<file path="config.mk">
export PLATFORM = sky130hd
export DESIGN_NAME = uart_rx
export DESIGN_NICKNAME = d
export VERILOG_FILES = /design/src/rtl/uart_rx.sv
export SDC_FILE = /design/constraint.sdc
export NUM_CORES = 1
export LEC_CHECK = 0
export ABC_AREA = 1
export CORE_MARGIN = 1.5
export CORE_UTILIZATION = 30
export CTS_CLUSTER_DIAMETER = 80
export CTS_CLUSTER_SIZE = 14
export DETAILED_ROUTE_END_ITERATION = 10
export SLEW_MARGIN = 40
export SYNTH_ARGS = -nofsm -noshare
export SYNTH_HDL_FRONTEND = slang
export SYNTH_SLANG_ARGS = --single-unit
</file>
<file path="constraint.sdc">
create_clock -name CLK -period 2 [get_ports CLK]
set_clock_uncertainty 0.2 [all_clocks]
set_input_delay 0.3 -clock CLK [delete_from_list [all_inputs] [get_ports CLK]]
set_output_delay 0.3 -clock CLK [all_outputs]
set_load 0.01 [all_outputs]
</file>
<file path="src/rtl/uart_rx.sv">
`default_nettype none
// ============================================================================
//  Module   : uart_rx
//  Purpose  : Oversampled UART receiver. Recovers 1 start bit, 8 data bits
//             (LSB first), an optional parity bit and 1 stop bit from RX_IN.
//             Each bit is the 2-of-3 majority of samples taken around the
//             bit centre. A good frame updates P_DATA and pulses DATA_VALID
//             for one cycle.
//  Ports    : CLK        - oversampling clock (PRESCALE x baud), rising edge
//             RST        - synchronous active-low reset
//             RX_IN      - serial line, idles high (already synchronized)
//             PRESCALE   - CLK cycles per bit, even values 8..32
//             PAR_EN     - frame carries a parity bit
//             PAR_TYP    - 0 = even parity, 1 = odd parity
//             P_DATA     - last correctly received byte
//             DATA_VALID - one-cycle strobe when P_DATA is updated
//             PAR_ERR    - (UART_RX_ERR_FLAGS_EN only) parity error pulse
//             STP_ERR    - (UART_RX_ERR_FLAGS_EN only) stop error pulse
//  Options  : define UART_RX_ERR_FLAGS_EN to expose the error pulse ports.
//  Revision : 1.0 - initial release
// ============================================================================
module uart_rx #(
  parameter int DATA_WIDTH     = 8,
  parameter int PRESCALE_WIDTH = 6
) (
  input  logic                      CLK,
  input  logic                      RST,
  input  logic                      RX_IN,
  input  logic [PRESCALE_WIDTH-1:0] PRESCALE,
  input  logic                      PAR_EN,
  input  logic                      PAR_TYP,
  output logic [DATA_WIDTH-1:0]     P_DATA,
  output logic                      DATA_VALID
`ifdef UART_RX_ERR_FLAGS_EN
  ,
  output logic                      PAR_ERR,
  output logic                      STP_ERR
`endif
);

  localparam int BIT_CNT_WIDTH = $clog2(DATA_WIDTH);
  localparam logic [PRESCALE_WIDTH-1:0] c_one      = PRESCALE_WIDTH'(1);
  localparam logic [BIT_CNT_WIDTH-1:0]  c_last_bit = BIT_CNT_WIDTH'(DATA_WIDTH - 1);

  typedef enum logic [2:0] {
    S_IDLE   = 3'd0,
    S_START  = 3'd1,
    S_DATA   = 3'd2,
    S_PARITY = 3'd3,
    S_STOP   = 3'd4
  } state_e;

  state_e                    state_q,    state_d;
  logic [PRESCALE_WIDTH-1:0] edge_cnt_q, edge_cnt_d;
  logic [BIT_CNT_WIDTH-1:0]  bit_cnt_q,  bit_cnt_d;
  logic [PRESCALE_WIDTH-1:0] prescale_q, prescale_d;
  logic                      par_en_q,   par_en_d;
  logic                      par_typ_q,  par_typ_d;
  logic [2:0]                smp_q,      smp_d;
  logic [DATA_WIDTH-1:0]     data_q,     data_d;
  logic                      par_err_q,  par_err_d;
  logic [DATA_WIDTH-1:0]     p_data_q,   p_data_d;
  logic                      valid_q,    valid_d;
  logic                      flag_par_d, flag_stp_d;

  logic [PRESCALE_WIDTH-1:0] w_half;
  logic                      w_last_edge;
  logic                      w_maj;

  assign w_half      = {1'b0, prescale_q[PRESCALE_WIDTH-1:1]};
  assign w_last_edge = (edge_cnt_q == (prescale_q - c_one));
  // All three samples are settled well before the last edge of the bit,
  // which is the only point where the majority is consumed.
  assign w_maj = (smp_q[0] & smp_q[1]) | (smp_q[0] & smp_q[2]) | (smp_q[1] & smp_q[2]);

  always_comb begin
    state_d    = state_q;
    edge_cnt_d = w_last_edge ? '0 : edge_cnt_q + c_one;
    bit_cnt_d  = bit_cnt_q;
    prescale_d = prescale_q;
    par_en_d   = par_en_q;
    par_typ_d  = par_typ_q;
    smp_d      = smp_q;
    data_d     = data_q;
    par_err_d  = par_err_q;
    p_data_d   = p_data_q;
    valid_d    = 1'b0;
    flag_par_d = 1'b0;
    flag_stp_d = 1'b0;

    if (edge_cnt_q == (w_half - c_one)) smp_d[0] = RX_IN;
    if (edge_cnt_q == w_half)           smp_d[1] = RX_IN;
    if (edge_cnt_q == (w_half + c_one)) smp_d[2] = RX_IN;

    case (state_q)
      S_IDLE: begin
        edge_cnt_d = '0;
        bit_cnt_d  = '0;
        if (!RX_IN) begin
          // This cycle is edge 0 of the start bit, so the count resumes at 1.
          state_d    = S_START;
          edge_cnt_d = c_one;
          prescale_d = PRESCALE;
          par_en_d   = PAR_EN;
          par_typ_d  = PAR_TYP;
          par_err_d  = 1'b0;
        end
      end
      S_START: begin
        if (w_last_edge) state_d = w_maj ? S_IDLE : S_DATA;
      end
      S_DATA: begin
        if (w_last_edge) begin
          data_d[bit_cnt_q] = w_maj;
          if (bit_cnt_q == c_last_bit) begin
            bit_cnt_d = '0;
            state_d   = par_en_q ? S_PARITY : S_STOP;
          end else begin
            bit_cnt_d = bit_cnt_q + 1'b1;
          end
        end
      end
      S_PARITY: begin
        if (w_last_edge) begin
          // Even parity: data XOR parity bit is 0; odd flips the expectation.
          par_err_d = (w_maj != ((^data_q) ^ par_typ_q));
          state_d   = S_STOP;
        end
      end
      S_STOP: begin
        if (w_last_edge) begin
          state_d    = S_IDLE;
          flag_par_d = par_err_q;
          flag_stp_d = ~w_maj;
          if (w_maj && !par_err_q) begin
            p_data_d = data_q;
            valid_d  = 1'b1;
          end
        end
      end
      default: state_d = S_IDLE;
    endcase
  end

  always_ff @(posedge CLK) begin
    if (!RST) begin
      state_q    <= S_IDLE;
      edge_cnt_q <= '0;
      bit_cnt_q  <= '0;
      prescale_q <= '0;
      par_en_q   <= 1'b0;
      par_typ_q  <= 1'b0;
      smp_q      <= '0;
      data_q     <= '0;
      par_err_q  <= 1'b0;
      p_data_q   <= '0;
      valid_q    <= 1'b0;
    end else begin
      state_q    <= state_d;
      edge_cnt_q <= edge_cnt_d;
      bit_cnt_q  <= bit_cnt_d;
      prescale_q <= prescale_d;
      par_en_q   <= par_en_d;
      par_typ_q  <= par_typ_d;
      smp_q      <= smp_d;
      data_q     <= data_d;
      par_err_q  <= par_err_d;
      p_data_q   <= p_data_d;
      valid_q    <= valid_d;
    end
  end

  assign P_DATA     = p_data_q;
  assign DATA_VALID = valid_q;

`ifdef UART_RX_ERR_FLAGS_EN
  logic par_flag_q;
  logic stp_flag_q;

  always_ff @(posedge CLK) begin
    if (!RST) begin
      par_flag_q <= 1'b0;
      stp_flag_q <= 1'b0;
    end else begin
      par_flag_q <= flag_par_d;
      stp_flag_q <= flag_stp_d;
    end
  end

  assign PAR_ERR = par_flag_q;
  assign STP_ERR = stp_flag_q;
`else
  // Error pulses have no destination; a bad frame simply produces no strobe.
  logic w_unused_flags;
  assign w_unused_flags = flag_par_d ^ flag_stp_d;
`endif

endmodule
`default_nettype wire

</file>
==> results of run 1 <==
## worst max-delay path, stage by stage (launching register included)
cell                      delay (ps)
sky130_fd_sc_hd__dfxtp_2         350
sky130_fd_sc_hd__inv_4            50
sky130_fd_sc_hd__ha_4            260
sky130_fd_sc_hd__inv_2            30
sky130_fd_sc_hd__nand2_2          50
sky130_fd_sc_hd__nand2_2          60
sky130_fd_sc_hd__nor2_4          110
sky130_fd_sc_hd__buf_6           110
sky130_fd_sc_hd__nand3_4          70
sky130_fd_sc_hd__nor2_4          150
sky130_fd_sc_hd__buf_4           160
sky130_fd_sc_hd__nand2_4          90
sky130_fd_sc_hd__nand2_1         100
sky130_fd_sc_hd__nand2_1          50
sky130_fd_sc_hd__nor2_1           90
## worst paths after layout
kind / start / to / slack (ps) / cells after the start
setup / recovery: prescale_q[1] / P_DATA[5] / -0.4 / 14
hold / removal: par_typ_q / par_typ_q / 290 / 2
setup reg to reg: prescale_q[1] / P_DATA[5] / -0.4 / 14
hold reg to reg: par_typ_q / par_typ_q / 290 / 2
## cells in the mapped netlist
library cell | number | share of area, %
sky130_fd_sc_hd__nand2_1 | 96 | 14
sky130_fd_sc_hd__nor2_1 | 52 | 7.7
sky130_fd_sc_hd__inv_1 | 49 | 7.2
sky130_fd_sc_hd__dfxtp_1 | 41 | 32
sky130_fd_sc_hd__nand3_1 | 29 | 5.7
sky130_fd_sc_hd__a21oi_1 | 26 | 5.1
sky130_fd_sc_hd__nand4_1 | 18 | 4.4
sky130_fd_sc_hd__o21ai_0 | 16 | 3.1
sky130_fd_sc_hd__xnor2_1 | 8 | 2.8
sky130_fd_sc_hd__ha_1 | 7 | 3.4
sky130_fd_sc_hd__nand2_2 | 7 | 1.7
sky130_fd_sc_hd__xor2_1 | 7 | 2.4
sky130_fd_sc_hd__buf_4 | 4 | 1.2
sky130_fd_sc_hd__clkbuf_1 | 4 | 0.59
sky130_fd_sc_hd__nor3_1 | 4 | 0.79
sky130_fd_sc_hd__buf_6 | 3 | 1.3
sky130_fd_sc_hd__nand3_2 | 3 | 1.2
sky130_fd_sc_hd__nor2_2 | 3 | 0.74
sky130_fd_sc_hd__o22ai_1 | 3 | 0.74
sky130_fd_sc_hd__a22oi_1 | 2 | 0.59
sky130_fd_sc_hd__nor3b_1 | 2 | 0.59
sky130_fd_sc_hd__buf_2 | 1 | 0.20
sky130_fd_sc_hd__clkbuf_2 | 1 | 0.20
sky130_fd_sc_hd__clkinv_1 | 1 | 0.15
sky130_fd_sc_hd__clkinv_2 | 1 | 0.20
sky130_fd_sc_hd__inv_2 | 1 | 0.15
sky130_fd_sc_hd__nand2_4 | 1 | 0.44
sky130_fd_sc_hd__nand2b_1 | 1 | 0.25
sky130_fd_sc_hd__nor2_4 | 1 | 0.44
sky130_fd_sc_hd__or2_2 | 1 | 0.25
## per-layer routing
metal	global-route usage [%]	wire length, microns	share of wire, %	up-vias
met5	0	0	0	-
met4	5.60	114	1.8	0
met3	2.95	259	4.2	9
met2	21.1	2620	43	54
met1	19.7	3170	51	1159
li1	-	-	-	1335
## flip-flops by register name, summed over array words and instances (netlist names)
signal      count
edge_cnt_q      6
P_DATA          8
data_q          8
DATA_VALID      1
par_en_q        1
state_q         3
prescale_q      6
bit_cnt_q       3
smp_q           3
par_typ_q       1
par_err_q       1
## cell families (layout without fill, tap and decap cells)
group                      count (synthesis)  in the layout  synth area share (%)
AOI/OAI and AO/OA                         47             47                  9.59
xor gates and xnor gates                  15             15                  5.16
adders and majority gates                  7              7                  3.44
buffers and inverters                     65            103                  11.2
DFF                                       41             41                  32.3
and+or+nand+nor                          218            220                  38.3
## power groups by stage
stage,combinational (W),clock [W],sequential [W]
6_report,0.00203,0.000538,0.00107
2_1_floorplan,0.00134,0,0.00106
3_3_place_gp,0.00179,0,0.00107
4_1_cts,0.00184,0.000560,0.00106
5_1_grt,0.00229,0.000586,0.00109
3_5_place_dp,0.00182,0,0.00107
## stage by stage
step           hold WS, ps  instances  setup TNS [ps]  area [sq um]
2_1_floorplan          238        393               0          2540
3_3_place_gp           264        524               0          2930
3_5_place_dp           277        524           -96.8          2930
4_1_cts                287        532               0          3030
5_1_grt                300        538           -1190          3190
6_report               286        538          -0.428          3190
## layout make-up
| class | count | area [sq um] |
|---|---|---|
| Clock buffer | 8 | 80.1 |
| Inverter | 52 | 201 |
| Multi-Input combinational cell | 289 | 1570 |
| Fill cell | 899 | 5030 |
| Tap cell | 105 | 131 |
| Timing Repair Buffer | 43 | 382 |
| Sequential cell | 41 | 826 |
## repair_timing
item,4_1_cts,5_1_grt
endpoints found under the setup margin,19,31
gates cloned,0,2
pin swaps,4,14
gates resized for setup,8,25
setup buffers,0,4
==> impl_summary.md, run 1 <==
Floorplan
The floorplan die width is 95.1 microns. The y dimension of the die is 95.1 microns. For this configuration, the core starts out at a cell density of 31.0%. The floorplan has 33 rows. In this run the count of I/O pins placed on the die edge is 20.

In this run the standard cell core region covers 8220 sq um. The floorplan step defined a die boundary enclosing 9040 sq um.

Cells and area
The number of nets in the layout is 450. The library cell used most frequently in the layout, excluding fill and tap cells, is sky130_fd_sc_hd__nand2_1. The library cells used most frequently in the layout, excluding fill and tap cells, are 93 x sky130_fd_sc_hd__nand2_1, 51 x sky130_fd_sc_hd__nor2_1, 46 x sky130_fd_sc_hd__inv_1, 37 x sky130_fd_sc_hd__dfxtp_1, 27 x sky130_fd_sc_hd__nand3_1. The area overhead of the layout relative to synthesis is 25.2%.

The antenna diode instance count is 0. The final standard cell utilization of the core is 38.8%. The post-route netlist has 15.7% of its cells at a drive strength greater than 1.

Logic synthesis
The synthesized netlist occupies a cell area of 2540 sq um. Counting every instance in the synthesized netlist gives 393. The count of cell types in the netlist is 30. The number of nets handed over by synthesis was 411.

The fraction of the yosys area taken by sequential cells is 32.3%. The per-instance average area after synthesis is 6.48 sq um. For this run, the number of Yosys warnings is 0. After synthesis the netlist holds a flip-flop and latch count of 41.

Drt
Once detail routing completed, the nets flagged for antenna violations numbered 0. In the final routed layout, each cell accounts on average for 11.5 microns. The count of TritonRoute iterations in the first routing pass is 5. For this block, the initial DRC count from the detailed router was 96. The total vias in the final route is 2557.

The total routed wirelength is 6170 microns. Using the TritonRoute via totals, the vias-per-cell ratio works out to 4.75. The DRC violations left is 0.

Clock tree
The worst-case clock buffer depth is 2. TritonCTS built the clock tree. The number of buffers inserted during clock tree synthesis is 5.

The count of H-tree levels built during CTS is 2. The later pin in the worst-skew pair is clocked with a latency of 300 ps. The TritonCTS sink count is 41. The number of hold buffers added after CTS was 0. Clock-pin slew was measured on the worst setup and hold paths at 80 ps. The tree is rooted in a sky130_fd_sc_hd__clkbuf_8.

STA
The final clock period utilization by the worst path is 100%. In this run the tightest slew margin relative to its limit is 53.4%. After layout, the worst setup slack is -0.428 ps. The final count of hold timing violations was 0.

The achievable frequency is 0.500 GHz. Setup repair after global routing could not meet its margin everywhere. Counting I/O delays and the setup requirement, the final critical path takes 2000 ps. Setup violations remaining at the end of the flow were counted as 1. The slew at the pin closest to its max-slew limit is 696 ps. The final number of max-transition violations came to 0.

Power
The analysis attributes to cell leakage a power of 1.43 nW. The fraction of power spent switching nets is 45.6%. In this run, the clock network consumes 14.8% of the power. Sequential cells burn 29.3% of the power. The peak supply drop is 0.000416 V.

The net load switching power is 0.00166 W. Per report_power, the combinational group accounts for 55.9% of the total. The total internal power is 0.00198 W. The power per unit of standard cell area is 1140 nW/um^2. The design draws 0.00363 W.

Worst hold path
The worst hold-check path type is register to register.

Flow run
The total of max-cap violations is 0.

Global route
The pin count of the biggest net entering global routing is 18. The initial antenna violation count came to 0. The total routing resource utilization after global routing is 14.2%. The total grt overflow is 0. The via count of the first global-routing pass is 2288. The global-route wire length before repair is 10200 microns.

Worst setup path
STA classifies the critical path endpoint as a register. At the worst endpoint, the arrival time is 2030 ps. The kind of launch point of the worst setup path is a register. The largest fanout on the critical path is 8. The kind of critical path is register to register. The required arrival time at the worst endpoint is 2030 ps.

Outcome
The run finished, with violations left. The final reports fail on setup timing.

Placed design
The count of buffers from port buffering is 19. The detailed placement HPWL is 4460 microns. At the placement stage, the worst setup path has a slack of -34.3 ps. The global placement routability congestion is 0.862.
Power figures use the tool's default switching activity.
==> run 2, diff against run 1 <==
Settings changed: SKIP_LAST_GASP set to 1, SLEW_MARGIN 40 to 20.
==> impl_summary.md, run 2 (same netlist as run 1, synthesis figures left out) <==
STA
The minimum period implied by the final worst setup slack is 2010 ps. Of the available clock period, the critical path in the final layout requires 100%. The final count of hold timing violations is 0. For the final routed database, the setup TNS stands at -9.19 ps.

The final number of max-transition violations is 0. In this run the tightest slew margin relative to its limit is 53.3%. Static timing analysis puts the maximum clock frequency at 0.499 GHz. Across all setup checks in the final design, the least slack found is -5.34 ps.

The slew at the pin closest to its max-slew limit is 696 ps. Setup repair after global routing could not meet its margin everywhere. The final hold slack is 286 ps. Setup violations remaining at the end of the flow were counted as 2.

Flow run
Across the run, the number of max-cap violations was 0.

Drt
The total vias in the final route is 2584. The total length of routed met3 wires is 306 microns. The total routed wirelength is 6200 microns. Summed over all nets, wire length on met2 after detailed routing comes to 2640 microns. The detailed router used layers up to and including met4. The first detailed-routing pass took 4 iterations. The average detailed-routed wire length per instance is 11.5 microns. The via density per instance is 4.80. The post-detailed-route count of antenna-violating nets is 0.

In this run, the number of DRC markers left after iteration 0 of detailed routing was 110. The met1 routed wirelength after detailed routing is 3130 microns. In the routed design, unresolved DRC markers number 0.

Global route
The initial antenna violation count is 0. Global routing consumed, over all layers together, 14.2% of the routing resources. The via count of the first global-routing pass is 2288. For this run the aggregate overflow at the end of global routing stands at 0. The global-route wire length before repair is 10200 microns. The pin count of the biggest net entering global routing is 18.

Power
Of the total power, registers draw 29.4%. Of the total power, the share spent switching nets is 45.6%. Per report_power, the clock group accounts for 14.8% of the total. VDD sags by at most 0.000417 V. Summed over all nets, the switching power comes to 0.00166 W. Dividing total power by cell area gives a power density of 1140 nW/um^2.

The combinational group share of total power is 55.8%. The internal power of the cells totals 0.00198 W. The leakage power is 1.43 nW.

Clock tree
The clock tree from TritonCTS is done. The buffer type at the clock tree root is sky130_fd_sc_hd__clkbuf_8. For this design, the CTS-stage hold fixing added 0 buffers.

The H-tree was split into 2 levels. The clock drives 41 sinks. The clock passes through at most 2 buffers. TritonCTS created 5 clock buffers.

The clock latency on the worst-skew pair is 300 ps. The clock transition at the registers of the reported paths is 80 ps.

Worst hold path
In this run the most critical hold path is launched from par_typ_q. The worst hold path was traced through 2 stages. The hold path endpoint is par_typ_q. The path class of the tightest hold or removal check is register to register.

Floorplan
The initial utilization of the core area, before any placement, comes to 31.0%. The total number of placement rows is 33. The floorplan step defined a die boundary enclosing 9040 sq um. The core outline area is 8220 sq um. For this design the top-level I/O count stands at 20. The floorplan die width is 95.1 microns. The die is 95.1 microns tall.

Worst setup path
The number of cells on the worst reg-to-reg path is 14. In this design, the stage delay of the slowest critical-path cell is 350 ps. The slowest stage of the critical path belongs to the cell sky130_fd_sc_hd__dfxtp_2. STA puts the critical path data required time at 2030 ps. The worst endpoint data arrival time is 2040 ps. Walking the worst path, the cells encountered are inv_4 -> ha_4 -> inv_2 -> nand2_2 -> nand2_2 -> nor2_4 -> buf_6 -> nand3_4 -> nor2_4 -> buf_4 -> nand2_4 -> nand2_1 -> nand2_1 -> nor2_1.

The end of the worst register-to-register path is P_DATA[5]. STA classifies the critical path startpoint as a register. On the critical path the largest part of the delay comes from simple AND/OR/NAND/NOR gates. The worst setup path is captured at a register. The origin of the critical flop-to-flop path is prescale_q[1]. The kind of critical path is register to register. Along the worst path, the maximum fanout reaches 8.

The worst reg-to-reg setup slack is -5 ps. The worst path buffer plus inverter count is 4.

Cells and area
The area growth from synthesis to layout is 25.2%. Leaving out fill and tap cells, the most frequent cell in the layout is sky130_fd_sc_hd__nand2_1. The repair_antennas step left the layout with diodes totalling 0.

The count of cells in the finished layout, fillers not included, comes to 538. For this run, the post-layout net count is 450. In the layout the commonest cells are 93 x sky130_fd_sc_hd__nand2_1, 51 x sky130_fd_sc_hd__nor2_1, 46 x sky130_fd_sc_hd__inv_1, 37 x sky130_fd_sc_hd__dfxtp_1, 27 x sky130_fd_sc_hd__nand3_1. The post-route netlist has 15.7% of its cells at a drive strength greater than 1.

Placed design
The count of buffers from port buffering is 19. The detailed placement HPWL is 4460 microns. At the end of routability-driven placement, the weighted congestion stood at 0.862. Prior to clock tree synthesis, the placed netlist has a worst setup slack of -34.3 ps. The number of placed cells counting well taps is 524.

Outcome
The checks that failed: setup timing. The flow ran to the end, but the final reports show violations.
run 2: cell type report:
class / count / area [sq um]
multi-input cells: 289 / 1570
clock buffers: 8 / 80.1
repair buffers: 43 / 382
flip-flops and latches: 41 / 826
fillers: 899 / 5030
well taps: 105 / 131
inverters: 52 / 201
run 2: per-stage QoR:
| step | utilization, % | total power (W) | instance area [sq um] |
|---|---|---|---|
| finish | 38.8 | 0.00364 | 3190 |
| detailed placement | 35.6 | 0.00289 | 2930 |
| floorplan | - | 0.00240 | 2540 |
| global route | 38.8 | 0.00396 | 3190 |
| CTS | 36.9 | 0.00346 | 3030 |
| global placement | 35.6 | 0.00285 | 2930 |
run 2: timing repair:
action | in CTS | in global routing
endpoints found under the setup margin | 19 | 31
gates cloned | 0 | 2
pin swaps | 4 | 14
gates resized for setup | 8 | 25
setup buffers | 0 | 4
run 2: power groups by stage:
stage	Sequential (W)	Combinational, W	Clock [W]
2_1_floorplan	0.00106	0.00134	0
3_3_place_gp	0.00107	0.00179	0
3_5_place_dp	0.00107	0.00182	0
4_1_cts	0.00106	0.00184	0.000560
5_1_grt	0.00109	0.00229	0.000586
6_report	0.00107	0.00203	0.000538
run 2: how the worst max path moves through the flow:
stage	cells after the start	end	start	slack, ps
3_3_place_gp	12	P_DATA[2]	prescale_q[0]	30
4_1_cts	12	data_q[6]	prescale_q[1]	0.5
5_1_grt	13	P_DATA[1]	prescale_q[0]	-100
3_5_place_dp	12	P_DATA[2]	prescale_q[1]	-30
6_report	14	P_DATA[5]	prescale_q[1]	-5
2_1_floorplan	12	P_DATA[5]	prescale_q[1]	10
run 2: worst register-to-register path: stages, from the launching register on:
cell,delay [ps]
sky130_fd_sc_hd__dfxtp_2,350
sky130_fd_sc_hd__inv_4,50
sky130_fd_sc_hd__ha_4,260
sky130_fd_sc_hd__inv_2,30
sky130_fd_sc_hd__nand2_2,50
sky130_fd_sc_hd__nand2_2,60
sky130_fd_sc_hd__nor2_4,110
sky130_fd_sc_hd__buf_6,110
sky130_fd_sc_hd__nand3_4,70
sky130_fd_sc_hd__nor2_4,150
sky130_fd_sc_hd__buf_4,160
sky130_fd_sc_hd__nand2_4,90
sky130_fd_sc_hd__nand2_1,100
sky130_fd_sc_hd__nand2_1,50
sky130_fd_sc_hd__nor2_1,90
run 2: layer usage:
metal	global-route usage, %	up-vias
met4	5.60	0
met5	0	-
li1	-	1335
met3	2.95	9
met2	21.1	66
met1	19.7	1174
